<file path="config.mk">
export PLATFORM = sky130hd
export DESIGN_NAME = sum_seg7_scan
export DESIGN_NICKNAME = d
export VERILOG_FILES = /design/src/rtl/sum_seg7_scan.sv
export SDC_FILE = /design/constraint.sdc
export NUM_CORES = 1
export LEC_CHECK = 0
export CAP_MARGIN = 20
export CORE_ASPECT_RATIO = 0.7
export CORE_MARGIN = 2
export CORE_UTILIZATION = 55
export CTS_BUF_LIST = sky130_fd_sc_hd__clkbuf_4
export CTS_CLUSTER_SIZE = 40
export DETAILED_ROUTE_END_ITERATION = 10
export PLACE_DENSITY = 0.73
export RECOVER_POWER = 50
export SYNTH_ARGS = -nofsm -noshare
export SYNTH_HDL_FRONTEND = slang
export SYNTH_HIERARCHICAL = 1
export SYNTH_SLANG_ARGS = --single-unit
</file>
<file path="constraint.sdc">
create_clock -name clk -period 2 [get_ports clk]
set_input_delay 0.4 -clock clk [delete_from_list [all_inputs] [get_ports clk]]
set_output_delay 0.4 -clock clk [all_outputs]
set_load 0.05 [all_outputs]
</file>
<file path="src/rtl/sum_seg7_scan.sv">
// Operand adder with sequential double-dabble BCD conversion driving a multiplexed 7-segment display.
// Optional macro LEADING_ZERO_BLANK_EN blanks leading zero digits (digit 0 is always shown).

module sum_seg7_digit (
   input  logic [3:0] nib,
   input  logic       blank,
   input  logic       ovf,
   output logic [6:0] seg
);
   always_comb begin
      seg = 7'h00;
      if (ovf) begin
         seg = 7'h40;
      end else if (!blank) begin
         case (nib)
            4'd0:    seg = 7'h3F;
            4'd1:    seg = 7'h06;
            4'd2:    seg = 7'h5B;
            4'd3:    seg = 7'h4F;
            4'd4:    seg = 7'h66;
            4'd5:    seg = 7'h6D;
            4'd6:    seg = 7'h7D;
            4'd7:    seg = 7'h07;
            4'd8:    seg = 7'h7F;
            4'd9:    seg = 7'h6F;
            default: seg = 7'h00;
         endcase
      end
   end
endmodule

module sum_seg7_scan #(
   parameter int W        = 4,
   parameter int DIGITS   = 2,
   parameter int SCAN_DIV = 1000
) (
   input  logic              clk,
   input  logic              rst,
   input  logic [W-1:0]      a,
   input  logic [W-1:0]      b,
   input  logic              load,
   output logic              busy,
   output logic [6:0]        seg,
   output logic [DIGITS-1:0] an,
   output logic              ovf
);
   localparam int BW = 4 * DIGITS;
   localparam int CW = $clog2(W + 2);
   localparam int PW = $clog2(SCAN_DIV);
   localparam int IW = (DIGITS > 1) ? $clog2(DIGITS) : 1;

   typedef enum logic [1:0] {IDLE, CONV, UPDATE} state_t;
   state_t state, state_nxt;

   logic [W:0]               sum_sh;
   logic [BW-1:0]            bcd, bcd_adj;
   logic [CW-1:0]            bit_cnt;
   logic                     ovf_tmp;
   logic [DIGITS-1:0][3:0]   disp;
   logic                     start;

   // UPDATE lasts one cycle with busy already low, so a load there starts a new conversion
   assign start = load && (state != CONV);

   always_ff @(posedge clk) begin
      if (rst) state <= IDLE;
      else     state <= state_nxt;
   end

   always_comb begin
      state_nxt = state;
      case (state)
         IDLE:    if (load) state_nxt = CONV;
         CONV:    if (bit_cnt == CW'(W)) state_nxt = UPDATE;
         UPDATE:  state_nxt = load ? CONV : IDLE;
         default: state_nxt = IDLE;
      endcase
   end

   always_comb begin
      busy = (state == CONV);
   end

   for (genvar i = 0; i < DIGITS; i++) begin : g_adj
      assign bcd_adj[4*i +: 4] = (bcd[4*i +: 4] >= 4'd5) ? bcd[4*i +: 4] + 4'd3 : bcd[4*i +: 4];
   end

   // A 1 leaving the top nibble means the result no longer fits in DIGITS decimal digits
   always_ff @(posedge clk) begin
      if (rst) begin
         sum_sh  <= '0;
         bcd     <= '0;
         bit_cnt <= '0;
         ovf_tmp <= 1'b0;
         disp    <= '0;
         ovf     <= 1'b0;
      end else begin
         if (start) begin
            sum_sh  <= {1'b0, a} + {1'b0, b};
            bcd     <= '0;
            bit_cnt <= '0;
            ovf_tmp <= 1'b0;
         end else if (state == CONV) begin
            {bcd, sum_sh} <= {bcd_adj[BW-2:0], sum_sh, 1'b0};
            ovf_tmp       <= ovf_tmp | bcd_adj[BW-1];
            bit_cnt       <= bit_cnt + 1'b1;
         end
         if (state == UPDATE) begin
            disp <= bcd;
            ovf  <= ovf_tmp;
         end
      end
   end

   logic [PW-1:0]          presc;
   logic [IW-1:0]          idx, idx_nxt;
   logic                   wrap;
   logic [DIGITS-1:0][6:0] seg_dig;

   assign wrap = (presc == PW'(SCAN_DIV - 1));

   always_comb begin
      idx_nxt = idx;
      if (wrap) idx_nxt = (idx == IW'(DIGITS - 1)) ? '0 : idx + 1'b1;
   end

`ifdef LEADING_ZERO_BLANK_EN
   logic [DIGITS:0] hi_zero;
   assign hi_zero[DIGITS] = 1'b1;
`endif

   for (genvar k = 0; k < DIGITS; k++) begin : g_dig
      logic blank;
`ifdef LEADING_ZERO_BLANK_EN
      assign hi_zero[k] = hi_zero[k+1] && (disp[k] == 4'd0);
      assign blank      = (k != 0) && hi_zero[k];
`else
      assign blank      = 1'b0;
`endif
      sum_seg7_digit u_dig (
         .nib   (disp[k]),
         .blank (blank),
         .ovf   (ovf),
         .seg   (seg_dig[k])
      );
   end

   // an/seg are looked up from the next index so they switch on the same edge as idx
   always_ff @(posedge clk) begin
      if (rst) begin
         presc <= '0;
         idx   <= '0;
         an    <= DIGITS'(1);
         seg   <= 7'h3F;
      end else begin
         presc <= wrap ? '0 : presc + 1'b1;
         idx   <= idx_nxt;
         an    <= DIGITS'(1) << idx_nxt;
         seg   <= seg_dig[idx_nxt];
      end
   end
endmodule

</file>
==> metrics.cfg, run 1 <==
[synth]
ys_dominant_reg_cell = sky130_fd_sc_hd__dfxtp_1
post-synth-top-count-cell = sky130_fd_sc_hd__dfxtp_1
post_synthesis_cells = 320
complex_gate_fraction_of_the_synthesized_area = 0.180
synthesis.area_um2 = 2690
synthTopCellsByCount = sky130_fd_sc_hd__dfxtp_1 (47), sky130_fd_sc_hd__nand2_1 (42), sky130_fd_sc_hd__a21oi_1 (30)
synthDistinctLibCells = 50
main_combinational_cell_family_by_area_after_synthesis = simple AND/OR/NAND/NOR gates
post_synthesis_register_bit_count = 47
yosys.area_share.adder = 0.105
synth-async-reset-ratio = 0
netlist_top_cells_area = sky130_fd_sc_hd__dfxtp_1 (35%), sky130_fd_sc_hd__ha_1 (9.8%), sky130_fd_sc_hd__nand2_1 (5.9%)
yosys.area_share.simple = 0.233
post-synth-top-area-cell = sky130_fd_sc_hd__dfxtp_1
synth_edf_count = 0
post_synth_xor_area_fraction = 0.0423
synth_area_per_cell_um2 = 8.41
post-synth-top-area-fraction = 0.349
seq_area_frac_synth = 0.349
synth-warning-count = 6
fraction_of_synthesized_area_in_multiplexers = 0.0186

[worst_setup_path]
arrival_ns = 1.51
cp_top_family = buffers and inverters
crit_path_max_incr_delay_ns = 0.80
cp_max_fo = 1
worst_path_max_delay_cell = sky130_fd_sc_hd__clkdlybuf4s50_1
path_cells = clkdlybuf4s50_1
worstSetupPathType = register to primary output
crit_path_end_kind = primary output
cp.buffers_inverters = 1
worstSetupStartpointType = register
worst-endpoint-required_ns = 1.60

[timing]
final-max-slew-violation-count = 0
finalCritPeriodShare = 0.954
fin_skew_ns = 0.00430
tightestPinTransition_ns = 0.632
relSlewSlack = 0.578
final.setup.worst_slack_ns = 0.0926
fin_hold_ws_ns = 0.464
finalHoldViolCount = 0
layout_min_cycle_time_ns = 1.91
achievable-frequency_mhz = 524
finalSetupViolations = 0
rsz0062_at_grt = false

[clock_tree]
tritoncts = yes
cts_made_buffers = 5
cts_max_level = 2
postCtsSetupRepairBufs = 0
cts_root_buffer = sky130_fd_sc_hd__clkbuf_4
path_clk_slew_ns = 0.14
worstSkewPairLatency_ns = 0.36
cts_hold_buffers = 0
clk_path_buf_depth = 2
numClockSinks = 47

[global_route]
grt_use_total = 0.209
maximum_number_of_pins_on_one_net_before_global_route_repair = 28
grt_pass1_wl_mm = 9.27
grt_overflow_total = 0
grt_antenna_before_repair = 0
first_global_vias = 2062

[floorplan]
die_area_um2 = 5480
initial_core_util = 0.566
floorplan.io_pins = 22
dieHeight_um = 62.5
floorplan.die.width_um = 87.6
placementRows = 21
floorplan.core_area_um2 = 4760

[power]
power.internal_mw = 1.31
share_clk_of_total_power = 0.320
seq_power_share = 0.557
power.density_cell_area_nw_per_um2 = 584
power.static_leakage_nw = 1.15
totalPowerFinal_mw = 1.76
vdd_ir_drop_max_mv = 0.415
combinationalPowerShare = 0.122
netSwitchingFraction = 0.255
switching_power_mw = 0.449

[job]
number_of_maximum_capacitance_constraint_violations = 0

[drt]
vias = 2171
drt-total-wl_mm = 5.11
drt_iter0_markers = 108
routed_wire_length_per_instance_um = 12.5
detail_route.drc_violations = 0
detail_route.vias_per_cell = 5.32
antenna_left = 0
drt_first_pass_iters = 4

[layout]
final_cell_count_no_fill = 408
antenna-diode-count = 0
design_area_um2 = 3020
p_r_area_growth_vs_syn_pct = 12.1
fin_nets = 371
share_of_layout_cells_above_drive_strength_1 = 0.0914

[place]
place.detailed.hpwl_mm = 3.71
port-buffer-count = 21
place_congestion = 0.796
dpl_cell_area_um2 = 2940
post-place-cells = 400
pre_cts_ws_ns = -0.130

[outcome]
status = finished, final reports clean

[min_path]
hp-class = register to register

per-layer routing:
layer / up-vias / track usage / share of wire
met5: - / 0 / 0
met4: 0 / 0.0615 / 0.0096
met3: 5 / 0.0396 / 0.028
met2: 21 / 0.320 / 0.44
met1: 1009 / 0.299 / 0.52
li1: 1136 / - / -
cell families (layout without fill, tap and decap cells):
family,Yosys count,in the layout
buf+inv,41,55
xor+xnor,13,13
other cells,1,6
flops,47,47
fa+ha+maj,22,22
compound gates,71,71
mux,4,4
simple gates,121,121
power by group through the flow:
stage	clock [mW]	combinational, mW	sequential, mW
6_report	0.564	0.216	0.981
5_1_grt	0.626	0.241	0.985
4_1_cts	0.585	0.218	0.982
3_5_place_dp	0	0.218	1.00
3_3_place_gp	0	0.215	1.00
2_1_floorplan	0	0.125	1.02
placed cells by master (no fill, tap or decap), drive strengths merged, types with 7 or more instances in the layout:
master	n
a211oi	7
a21oi	31
clkbuf	7
clkdlybuf4s50	16
dfxtp	47
ha	21
inv	21
nand2	42
nand2b	8
nand3	21
nor2	13
nor3	10
o21ai	13
xor2	7
what timing repair did:
| action | CTS | global route |
|---|---|---|
| gates resized for setup | 1 | 1 |
| setup endpoints to repair | 1 | 1 |
| gates cloned | 0 | 0 |
stage by stage:
step,util,setup TNS (ns)
floorplan,-,0
global placement,0.618,-0.0867
detailed placement,0.618,-0.195
CTS,0.634,0
global route,0.635,0
finish,0.635,0
flip-flops by register name, indices dropped and copies added, names as in the netlist:
| signal | cells |
|---|---|
| seg | 7 |
| sum_sh | 5 |
| state | 2 |
| ovf | 1 |
| presc | 10 |
| ovf_tmp | 1 |
| bit_cnt | 3 |
| disp | 8 |
| bcd | 8 |
| an | 2 |
path summary, 6_finish.rpt:
| kind | startpoint | to | slack [ns] | cells after the start |
|---|---|---|---|---|
| setup reg to reg | presc[0] | seg[6] | 0.15 | 5 |
| hold reg to reg | ovf_tmp | ovf_tmp | 0.46 | 2 |
| setup / recovery | seg[0] | seg[0] | 0.09 | 1 |
| hold / removal | ovf_tmp | ovf_tmp | 0.46 | 2 |
cell type report:
type                    count  area (µm²)
clock inverters             3        38.8
clock buffers               5        37.5
repair buffers             25         240
fillers                   434        1740
multi-input cells         237        1590
inverters                  22        82.6
flip-flops and latches     47         941
well taps                  69        86.3
Power figures use the tool's default switching activity.
==> run 2: changes to the inputs <==
Settings changed: SLEW_MARGIN set to 20.
==> results of run 2 <==
The final DEF is identical to that of run 1; final timing and power are the same.
